## config.mk

```make
export PLATFORM = sky130hd
export DESIGN_NAME = vga_buf_arbiter_flat
export DESIGN_NICKNAME = d
export VERILOG_FILES = /design/src/rtl/vga_buf_arbiter_pkg.sv /design/src/rtl/vga_buf_arbiter_if.sv /design/src/rtl/vga_buf_guard.sv /design/src/rtl/vga_buf_arbiter.sv /design/src/flat_wrapper.sv
export SDC_FILE = /design/constraint.sdc
export NUM_CORES = 1
export LEC_CHECK = 0
export BUFFER_PORTS_ARGS = -buffer_cell sky130_fd_sc_hd__buf_2
export CAP_MARGIN = 20
export CORE_MARGIN = 10
export CORE_UTILIZATION = 53
export CTS_CLUSTER_DIAMETER = 120
export DETAILED_ROUTE_END_ITERATION = 8
export PLACE_DENSITY = 0.85
export SLEW_MARGIN = 20
export SYNTH_ARGS = -nofsm -noshare
export SYNTH_HDL_FRONTEND = slang
export SYNTH_SLANG_ARGS = --single-unit
```

## constraint.sdc

```tcl
create_clock -name CLK33MHz -period 5 [get_ports CLK33MHz]
set_input_delay 1 -clock CLK33MHz [delete_from_list [all_inputs] [get_ports CLK33MHz]]
set_output_delay 1 -clock CLK33MHz [all_outputs]
set_load 0.01 [all_outputs]
```

## src/rtl/vga_buf_arbiter_pkg.sv

```systemverilog
// rtl/vga_buf_arbiter_pkg.sv - buffer geometry and arbiter state encodings
package vga_buf_arbiter_pkg;

    localparam int unsigned VGA_BUF1_START = 32'h0000_4000;
    localparam int unsigned VGA_BUF2_START = 32'h0000_6000;
    localparam int unsigned VGA_BUF_WORDS  = 16 * 640 / 2;

    typedef enum logic [0:0] {
        ARB_IDLE    = 1'b0,
        ARB_CPU_ACK = 1'b1
    } arb_state_e;

endpackage

```

## src/rtl/vga_buf_arbiter_if.sv

```systemverilog
// rtl/vga_buf_arbiter_if.sv - CPU store-path req/ack bundle into the video buffer arbiter
interface vga_buf_arbiter_if #(
    parameter int AW = 16,
    parameter int DW = 16
);
    logic          cpu_req;
    logic          cpu_we;
    logic [AW-1:0] cpu_addr;
    logic [DW-1:0] cpu_wdata;
    logic          cpu_ack;
    logic [DW-1:0] cpu_rdata;

    modport master (
        output cpu_req, cpu_we, cpu_addr, cpu_wdata,
        input  cpu_ack, cpu_rdata
    );

    modport slave (
        input  cpu_req, cpu_we, cpu_addr, cpu_wdata,
        output cpu_ack, cpu_rdata
    );
endinterface

```

## src/rtl/vga_buf_guard.sv

```systemverilog
// rtl/vga_buf_guard.sv - combinational test of a word address against the buffer under scan
module vga_buf_guard
    import vga_buf_arbiter_pkg::*;
#(
    parameter int AW = 16
) (
    input  logic [AW-1:0] addr,
    input  logic          front_sel,
    output logic          in_front
);
    logic [AW:0] lo;
    logic [AW:0] hi;

    // One extra bit so the end of a buffer at the top of the map cannot wrap.
    always_comb begin
        lo       = front_sel ? (AW+1)'(VGA_BUF2_START) : (AW+1)'(VGA_BUF1_START);
        hi       = lo + (AW+1)'(VGA_BUF_WORDS);
        in_front = ({1'b0, addr} >= lo) && ({1'b0, addr} < hi);
    end
endmodule

```

## src/rtl/vga_buf_arbiter.sv

```systemverilog
// rtl/vga_buf_arbiter.sv - video buffer RAM port arbiter (VGA priority, CPU in free slots); VGA_ARB_GUARD_EN blocks CPU writes to the front buffer
module vga_buf_arbiter
    import vga_buf_arbiter_pkg::*;
#(
    parameter int AW = 16,
    parameter int DW = 16
) (
    input  logic                CLK33MHz,
    input  logic                RST_N,
    input  logic                vga_req,
    input  logic [AW-1:0]       RADDR_VGA,
    output logic [DW-1:0]       DATA_OUT_VGA,
    input  logic                front_sel,
    vga_buf_arbiter_if.slave    cpu,
    output logic [AW-1:0]       ram_addr,
    output logic                ram_we,
    output logic [DW-1:0]       ram_wdata,
    input  logic [DW-1:0]       ram_rdata
);
    arb_state_e    state_q, state_d;
    logic [AW-1:0] last_addr_q, last_addr_d;
    logic          last_valid_q, last_valid_d;
    logic          vga_pend_q, vga_pend_d;
    logic          cpu_ack_q, cpu_ack_d;
    logic          ack_rd_q, ack_rd_d;
    logic [DW-1:0] data_out_vga_q, data_out_vga_d;
    logic [AW-1:0] ram_addr_q, ram_addr_d;
    logic [DW-1:0] ram_wdata_q, ram_wdata_d;
    logic          ram_we_d;
    logic          vga_fetch;
    logic          cpu_grant;
    logic          wr_blocked;

`ifdef VGA_ARB_GUARD_EN
    logic in_front;

    vga_buf_guard #(.AW(AW)) u_guard (
        .addr      (cpu.cpu_addr),
        .front_sel (front_sel),
        .in_front  (in_front)
    );

    assign wr_blocked = cpu.cpu_we && vga_req && in_front;
`else
    logic unused_front_sel;

    assign unused_front_sel = front_sel;
    assign wr_blocked       = 1'b0;
`endif

    always_comb begin
        vga_fetch = RST_N && vga_req && !(last_valid_q && (RADDR_VGA == last_addr_q));
        cpu_grant = RST_N && (state_q == ARB_IDLE) && cpu.cpu_req && !vga_fetch && !wr_blocked;

        state_d        = state_q;
        last_addr_d    = last_addr_q;
        last_valid_d   = vga_req ? last_valid_q : 1'b0;
        vga_pend_d     = vga_fetch;
        cpu_ack_d      = 1'b0;
        ack_rd_d       = 1'b0;
        data_out_vga_d = vga_pend_q ? ram_rdata : data_out_vga_q;
        ram_addr_d     = ram_addr_q;
        ram_wdata_d    = ram_wdata_q;
        ram_we_d       = 1'b0;

        if (vga_fetch) begin
            ram_addr_d   = RADDR_VGA;
            last_addr_d  = RADDR_VGA;
            last_valid_d = 1'b1;
        end else if (cpu_grant) begin
            ram_addr_d  = cpu.cpu_addr;
            ram_we_d    = cpu.cpu_we;
            ram_wdata_d = cpu.cpu_wdata;
            // Overwriting the cached scan word forces the next visible request to refetch.
            if (cpu.cpu_we && (cpu.cpu_addr == last_addr_q)) begin
                last_valid_d = 1'b0;
            end
        end

        case (state_q)
            ARB_IDLE: begin
                if (cpu_grant) begin
                    state_d   = ARB_CPU_ACK;
                    cpu_ack_d = 1'b1;
                    ack_rd_d  = !cpu.cpu_we;
                end
            end
            ARB_CPU_ACK: state_d = ARB_IDLE;
            default:     state_d = ARB_IDLE;
        endcase
    end

    always_ff @(posedge CLK33MHz) begin
        if (!RST_N) begin
            state_q        <= ARB_IDLE;
            last_addr_q    <= '0;
            last_valid_q   <= 1'b0;
            vga_pend_q     <= 1'b0;
            cpu_ack_q      <= 1'b0;
            ack_rd_q       <= 1'b0;
            data_out_vga_q <= '0;
            ram_addr_q     <= '0;
            ram_wdata_q    <= '0;
        end else begin
            state_q        <= state_d;
            last_addr_q    <= last_addr_d;
            last_valid_q   <= last_valid_d;
            vga_pend_q     <= vga_pend_d;
            cpu_ack_q      <= cpu_ack_d;
            ack_rd_q       <= ack_rd_d;
            data_out_vga_q <= data_out_vga_d;
            ram_addr_q     <= ram_addr_d;
            ram_wdata_q    <= ram_wdata_d;
        end
    end

    // The RAM samples its address this cycle, so the port is driven combinationally.
    assign ram_addr      = RST_N ? ram_addr_d  : '0;
    assign ram_wdata     = RST_N ? ram_wdata_d : '0;
    assign ram_we        = ram_we_d;
    assign DATA_OUT_VGA  = data_out_vga_q;
    assign cpu.cpu_ack   = cpu_ack_q;
    assign cpu.cpu_rdata = ack_rd_q ? ram_rdata : '0;
endmodule

```

## src/flat_wrapper.sv

```systemverilog
// flat-port wrapper written by rule: the top's interface ports become plain ports
module vga_buf_arbiter_flat import vga_buf_arbiter_pkg::*;
#(
    parameter int AW = 16,
    parameter int DW = 16
)
  (CLK33MHz, RST_N, vga_req, RADDR_VGA, DATA_OUT_VGA, front_sel, ram_addr, ram_we, ram_wdata, ram_rdata, cpu_cpu_req, cpu_cpu_we, cpu_cpu_addr, cpu_cpu_wdata, cpu_cpu_ack, cpu_cpu_rdata);
  vga_buf_arbiter_if #(.AW(AW), .DW(DW)) cpu_i ();
  input  logic CLK33MHz;
  input  logic RST_N;
  input  logic vga_req;
  input  logic [AW-1:0] RADDR_VGA;
  output logic [DW-1:0] DATA_OUT_VGA;
  input  logic front_sel;
  output logic [AW-1:0] ram_addr;
  output logic ram_we;
  output logic [DW-1:0] ram_wdata;
  input  logic [DW-1:0] ram_rdata;
  input wire logic [$bits(cpu_i.cpu_req)-1:0] cpu_cpu_req;
  input wire logic [$bits(cpu_i.cpu_we)-1:0] cpu_cpu_we;
  input wire logic [$bits(cpu_i.cpu_addr)-1:0] cpu_cpu_addr;
  input wire logic [$bits(cpu_i.cpu_wdata)-1:0] cpu_cpu_wdata;
  output wire logic [$bits(cpu_i.cpu_ack)-1:0] cpu_cpu_ack;
  output wire logic [$bits(cpu_i.cpu_rdata)-1:0] cpu_cpu_rdata;
  assign cpu_i.cpu_req = cpu_cpu_req;
  assign cpu_i.cpu_we = cpu_cpu_we;
  assign cpu_i.cpu_addr = cpu_cpu_addr;
  assign cpu_i.cpu_wdata = cpu_cpu_wdata;
  assign cpu_cpu_ack = cpu_i.cpu_ack;
  assign cpu_cpu_rdata = cpu_i.cpu_rdata;
  vga_buf_arbiter #(.AW(AW), .DW(DW)) u_core (.CLK33MHz(CLK33MHz), .RST_N(RST_N), .vga_req(vga_req), .RADDR_VGA(RADDR_VGA), .DATA_OUT_VGA(DATA_OUT_VGA), .front_sel(front_sel), .cpu(cpu_i), .ram_addr(ram_addr), .ram_we(ram_we), .ram_wdata(ram_wdata), .ram_rdata(ram_rdata));
endmodule
```

---- Word level (Yosys, flattened, before mapping) ----
Cells that the tools add are included.
cells by class
  equality and inequality tests ........... 2
  multiplexer cells ....................... 15
  bitwise operators ....................... 3
  reduce and logical (&&, ||, !) cells .... 12
operators by type and width
  operator                               number
  16-bit 2-to-1 mux                      7
  16-bit == test                         2
  1-bit logical AND                      7
  1-bit 2-to-1 mux                       7
  1-bit zero test                        3
  1-bit inverter                         3
  3-bit OR reduction                     1
  1-bit one-hot mux with 2 select lines  1
  2-bit OR reduction                     1
word-level totals
  register bits after elaboration ......... 69
  input port bits ......................... 70
  output and inout port bits .............. 66
  word-level logic and storage cells ...... 41

---- Depth between registers and ports, before layout ----
  word-level depth ........................ 9
  depth in mapped cells ................... 7
  mapped depth without buffers ............ 5

---- Least setup slack after synthesis ----
No wires, ideal clock.
  path type ............................... input -> output
  start ................................... in RADDR_VGA[15]
  end ..................................... out ram_addr[10]
  arrival time ............................ 2,479 ps
  data required time ...................... 4,000 ps
  path slack .............................. 1,521 ps
  cell stages on the path ................. 7
  buffers on the path ..................... 2
  path through ............................ xor2_1 > nor4_1 > and4_1 > buf_4 > buf_6 > a211oi_1 > a211oi_1
between the ends
  word-level cells in the longest chain between the ends .. 9
ends and longest elaborated chain
  element                line                    source
  from (decl)            flat_wrapper.sv:12      input logic [AW-1:0] RADDR_VGA;
  16-bit == test (*)     vga_buf_arbiter.sv:52   vga_fetch = RST_N && vga_req && !(last_valid_q && (RADDR_VGA == last_addr_q));
  1-bit logical AND (*)  vga_buf_arbiter.sv:52
  1-bit zero test (*)    vga_buf_arbiter.sv:52
  1-bit logical AND (*)  vga_buf_arbiter.sv:52
  1-bit zero test        vga_buf_arbiter.sv:53   cpu_grant = RST_N && (state_q == ARB_IDLE) && cpu.cpu_req && !vga_fetch && !wr_blocked;
  1-bit logical AND      vga_buf_arbiter.sv:53
  16-bit 2-to-1 mux      vga_buf_arbiter.sv:70   end else if (cpu_grant) begin
  16-bit 2-to-1 mux (*)  vga_buf_arbiter.sv:66   if (vga_fetch) begin
  16-bit 2-to-1 mux (*)  vga_buf_arbiter.sv:118  assign ram_addr = RST_N ? ram_addr_d : '0;
  to (decl)              flat_wrapper.sv:15      output logic [AW-1:0] ram_addr;
Every way passes the cells marked *; elsewhere a longest branch is shown, timed or not.

---- Worst setup path after layout ----
  start ................................... in RADDR_VGA[13]
  end ..................................... out ram_wdata[1]
between the ends
  word-level cells in the longest chain between the ends .. 9
ends and longest elaborated chain
  element                line                    source
  16-bit == test (*)     vga_buf_arbiter.sv:52
  1-bit logical AND (*)  vga_buf_arbiter.sv:52
  1-bit zero test (*)    vga_buf_arbiter.sv:52
  1-bit logical AND (*)  vga_buf_arbiter.sv:52
  1-bit zero test        vga_buf_arbiter.sv:53
  1-bit logical AND      vga_buf_arbiter.sv:53
  16-bit 2-to-1 mux      vga_buf_arbiter.sv:70
  16-bit 2-to-1 mux (*)  vga_buf_arbiter.sv:66
  16-bit 2-to-1 mux (*)  vga_buf_arbiter.sv:119  assign ram_wdata = RST_N ? ram_wdata_d : '0;
  to (decl)              flat_wrapper.sv:17      output logic [DW-1:0] ram_wdata;
Marked as above.

==> metrics.cfg <==
[sta]
timing.final.ws_setup_ns = 0.8986
slew_viol_final = 0
max_freq_mhz = 243.8
final-setup-viol-count = 0
finalWorstPathRequiredPeriod_ns = 4.101
layout_worst_path_cycle_share_pct = 82.03
max-slew-margin-rel_pct = 42.27
setup_repair_after_global_routing_missed_its_margin = no
worst_pin_slew_ns = 0.8648
setup_total_negative_slack_ns = 0
finalClockSkew_ns = 0.009338
hold_vio_cnt_final = 0
timing.hold.ws_ns = 0.4875

[setup_path]
required_ns = 4.00
r2r_start = u_core.last_addr_q[10]$_SDFFE_PN0P_
rr_endpoint = u_core.ram_wdata_q[1]$_DFF_P_
setup.worst_path.end_class = output pin
reg2reg_path_depth = 6
path_max_fanout = 15
critPathArrivalTime_ns = 3.10
reg2reg_setup_slack_ns = 2.73
setup.worst_path.class = in2out
start_kind = primary input

[hold_path]
min_path_cells = 2
worst_hold_path_type = reg2reg
holdPathEnd = u_core.DATA_OUT_VGA[0]$_SDFFE_PN0P_
hold_path.startpoint = u_core.DATA_OUT_VGA[0]$_SDFFE_PN0P_

[floorplanning]
initial_utilization_pct = 54.84
die-width_um = 101.3
placeableCoreArea_um2 = 6386
fp-row-count = 29
ios = 136
area_enclosed_by_the_die_boundary_um2 = 10260
die_height_um = 101.3

[yosys]
synth_compound_gate_area_share_pct = 19.69
synth_sequential_area_ratio_pct = 38.87
main_combinational_cell_family_by_area_after_synthesis = compound AO/OA/AOI/OAI gates
synth_warnings = 0
synthSimpleGateAreaFrac_pct = 19.44
synth-xor-area-share_pct = 8.003
synth_fp_nets = 465
mean_area_per_synthesized_cell_um2 = 8.866
total_of_flip_flops_plus_latches_after_synthesis = 68
synth_mux_area_share_pct = 9.432
netlist-cell-type-count = 38
synthesis.instances = 395
yosys.area_share.adder_pct = 0
post_synth_instance_area_um2 = 3502

[routing]
antenna_violating_nets_left = 0
num_vias = 3592
wl_per_cell_um = 18.85
vias_per_cell = 6.007
dr.pass1.iters = 5
wire_length_reported_by_the_detailed_router_um = 11270
drt_iter0_markers = 251
drt_drc_violations_left = 0

[cts]
clk_pin_slew_ns = 0.08
cts.path.max_buffers = 2
h_tree_depth = 3
post_cts.resized_instances = 0
worstSkewPairLatency_ns = 0.34
tritoncts = built
cts.root.buffer_cell = sky130_fd_sc_hd__clkbuf_8
clock_sinks = 68
holdBufCountCts = 0
numCtsBuffers = 9
post_cts_setup_bufs = 0

[placement]
gp_congestion = 0.8158
place_ws_ns = 0.9517
port_buffers = 134
place.detailed.hpwl_um = 8170
place_inst = 581

[global_route]
gr_util_all_layers_pct = 20.91
grt_overflow_total = 0
number_of_antenna_violations_at_the_first_check_in_global_routing = 0
grt_start_max_net_pins = 53
first_global_vias = 3623
grt_first_pass_wirelength_um = 17730

[cells_and_area]
syn2layout_area_growth_pct = 27.01
finish.cell_count_without_fillers = 598
fill_cells = 517
layout-drive-gt1-share_pct = 31.92
nNetsFinal = 585

[power]
ir_worst_vdd_v = 0.0002409
power_per_cell_area_nw_per_um2 = 313.3
total_leakage_power_nw = 2.012

[run]
cap_viol_max_count = 0

[outcome]
status = finished clean

==> cell usage after synthesis <==
master                      n  area, um^2
sky130_fd_sc_hd__nor4_1     3       18.77
sky130_fd_sc_hd__nand4_1    5       31.28
sky130_fd_sc_hd__a211oi_1  29       217.7
sky130_fd_sc_hd__nand2b_1   1       6.260
sky130_fd_sc_hd__nor2b_1    1       6.260
sky130_fd_sc_hd__o22a_1    11       96.34
sky130_fd_sc_hd__clkinv_1   1       3.750
sky130_fd_sc_hd__inv_1      1       3.750
sky130_fd_sc_hd__and3_1     1       6.260
sky130_fd_sc_hd__clkbuf_1  21       78.83
sky130_fd_sc_hd__buf_1      6       22.52
sky130_fd_sc_hd__dfxtp_1   68        1361
sky130_fd_sc_hd__buf_4      2       15.01
sky130_fd_sc_hd__xor2_1    13       113.9
sky130_fd_sc_hd__clkbuf_2   1       5.000
sky130_fd_sc_hd__and4_1     1       8.760
sky130_fd_sc_hd__a32oi_1    1       8.760
sky130_fd_sc_hd__a41o_1     1       10.01
sky130_fd_sc_hd__o21ai_2    1       8.760
sky130_fd_sc_hd__nor3b_1    1       7.510
sky130_fd_sc_hd__or3_1     11       68.82
sky130_fd_sc_hd__a221o_1   15       150.1
sky130_fd_sc_hd__nand2_1   34       127.6
sky130_fd_sc_hd__a311oi_1   4       35.03
sky130_fd_sc_hd__xnor2_1   19       166.4
sky130_fd_sc_hd__nand4_2    1       12.51
sky130_fd_sc_hd__nor2_1    25       93.84
sky130_fd_sc_hd__mux2i_1   33       330.3
sky130_fd_sc_hd__nor3_1     2       10.01
sky130_fd_sc_hd__nand3_1   32       160.2
sky130_fd_sc_hd__buf_2      4       20.02
sky130_fd_sc_hd__or2_2      1       6.260
sky130_fd_sc_hd__o21ai_0    1       5.000
sky130_fd_sc_hd__nor3_4     1       16.27
sky130_fd_sc_hd__and2_1    16       100.1
sky130_fd_sc_hd__buf_6      1       11.26
sky130_fd_sc_hd__o211ai_1  11       82.58
sky130_fd_sc_hd__a21oi_1   15       75.07
==> worst max-delay path, cell delays in order <==
cell and delay (ns):
sky130_fd_sc_hd__buf_2 0.12, sky130_fd_sc_hd__xor2_1 0.14, sky130_fd_sc_hd__nor4_1 0.44, sky130_fd_sc_hd__nand4_2 0.15
sky130_fd_sc_hd__buf_4 0.22, sky130_fd_sc_hd__nor3_4 0.56, sky130_fd_sc_hd__a221o_1 0.30, sky130_fd_sc_hd__buf_2 0.15
==> per-layer routing <==
layer | GRT usage [%] | part of all wire (%)
met1 | 23.36 | 38
met2 | 35.89 | 49
met3 | 7.216 | 10
met4 | 7.717 | 2.8
met5 | 0 | 0
==> logic make-up after synthesis <==
family | Yosys count
mux | 33
buf+inv | 37
compound gates | 89
flops | 68
xor+xnor | 32
simple gates | 136
==> sequential cells by signal, summed over array words and instances, names as in the netlist <==
register and count:
u_core.ram_wdata_q 16, u_core.DATA_OUT_VGA 16, u_core.cpu.cpu_ack 1, u_core.ack_rd_q 1, u_core.ram_addr_q 16, u_core.last_addr_q 16
u_core.last_valid_q 1, u_core.vga_pend_q 1
==> layout by cell type (no fill, tap or decap), types with 3 or more instances in the layout <==
cell / count
sky130_fd_sc_hd__mux2i_1: 33
sky130_fd_sc_hd__bufinv_16: 3
sky130_fd_sc_hd__nand3_1: 32
sky130_fd_sc_hd__a311oi_1: 4
sky130_fd_sc_hd__buf_4: 10
sky130_fd_sc_hd__and2_1: 16
sky130_fd_sc_hd__a221o_1: 15
sky130_fd_sc_hd__buf_2: 134
sky130_fd_sc_hd__o211ai_1: 11
sky130_fd_sc_hd__or3_1: 11
sky130_fd_sc_hd__xnor2_1: 19
sky130_fd_sc_hd__nor4_1: 3
sky130_fd_sc_hd__a21oi_1: 15
sky130_fd_sc_hd__dfxtp_1: 68
sky130_fd_sc_hd__clkbuf_8: 9
sky130_fd_sc_hd__o22a_1: 11
sky130_fd_sc_hd__a211oi_1: 28
sky130_fd_sc_hd__nand2_1: 34
sky130_fd_sc_hd__xor2_1: 13
sky130_fd_sc_hd__nand4_1: 5
sky130_fd_sc_hd__nor2_1: 24
==> through the flow <==
step	util, %	power, W	cell area (um^2)
final	69.65	0.001394	4448
after global routing	69.61	0.001450	4446
after CTS	69.61	0.001397	4446
after detailed placement	65.87	0.0008579	4207
after global placement	65.75	0.0008457	4199
after floorplan	-	0.0007560	3502
==> how the worst max path moves through the flow <==
| stage | start | depth (start not counted) | to |
|---|---|---|---|
| 4_1_cts | RADDR_VGA[13] | 8 | ram_wdata[1] |
| 6_report | RADDR_VGA[13] | 8 | ram_wdata[1] |
| 5_1_grt | RADDR_VGA[15] | 8 | ram_wdata[1] |
| 3_5_place_dp | RADDR_VGA[13] | 8 | ram_wdata[1] |
| 3_3_place_gp | RADDR_VGA[15] | 8 | ram_wdata[6] |
| 2_1_floorplan | RADDR_VGA[15] | 7 | ram_addr[10] |
==> power by group <==
group / total, W / switching (W) / internal [W]
Clock: 0.000546 / 0.000216 / 0.000329
Sequential: 0.000607 / 0.0000278 / 0.000579
Combinational: 0.000241 / 0.000134 / 0.000107
Total: 0.00139 / 0.000378 / 0.00102
==> layout make-up <==
class	count	area, um^2	share of cell area [%]
timing repair buffer	144	745.7	16.77
sequential	68	1361	30.60
tap	77	96.34	2.166
inverter	2	7.507	0.1688
antenna	1	2.502	0.05626
multi-input combinational	290	1996	44.87
clock buffer	9	123.9	2.785
clock inverter	7	115.1	2.588
Note: power is estimated with default switching activity, not from simulation.
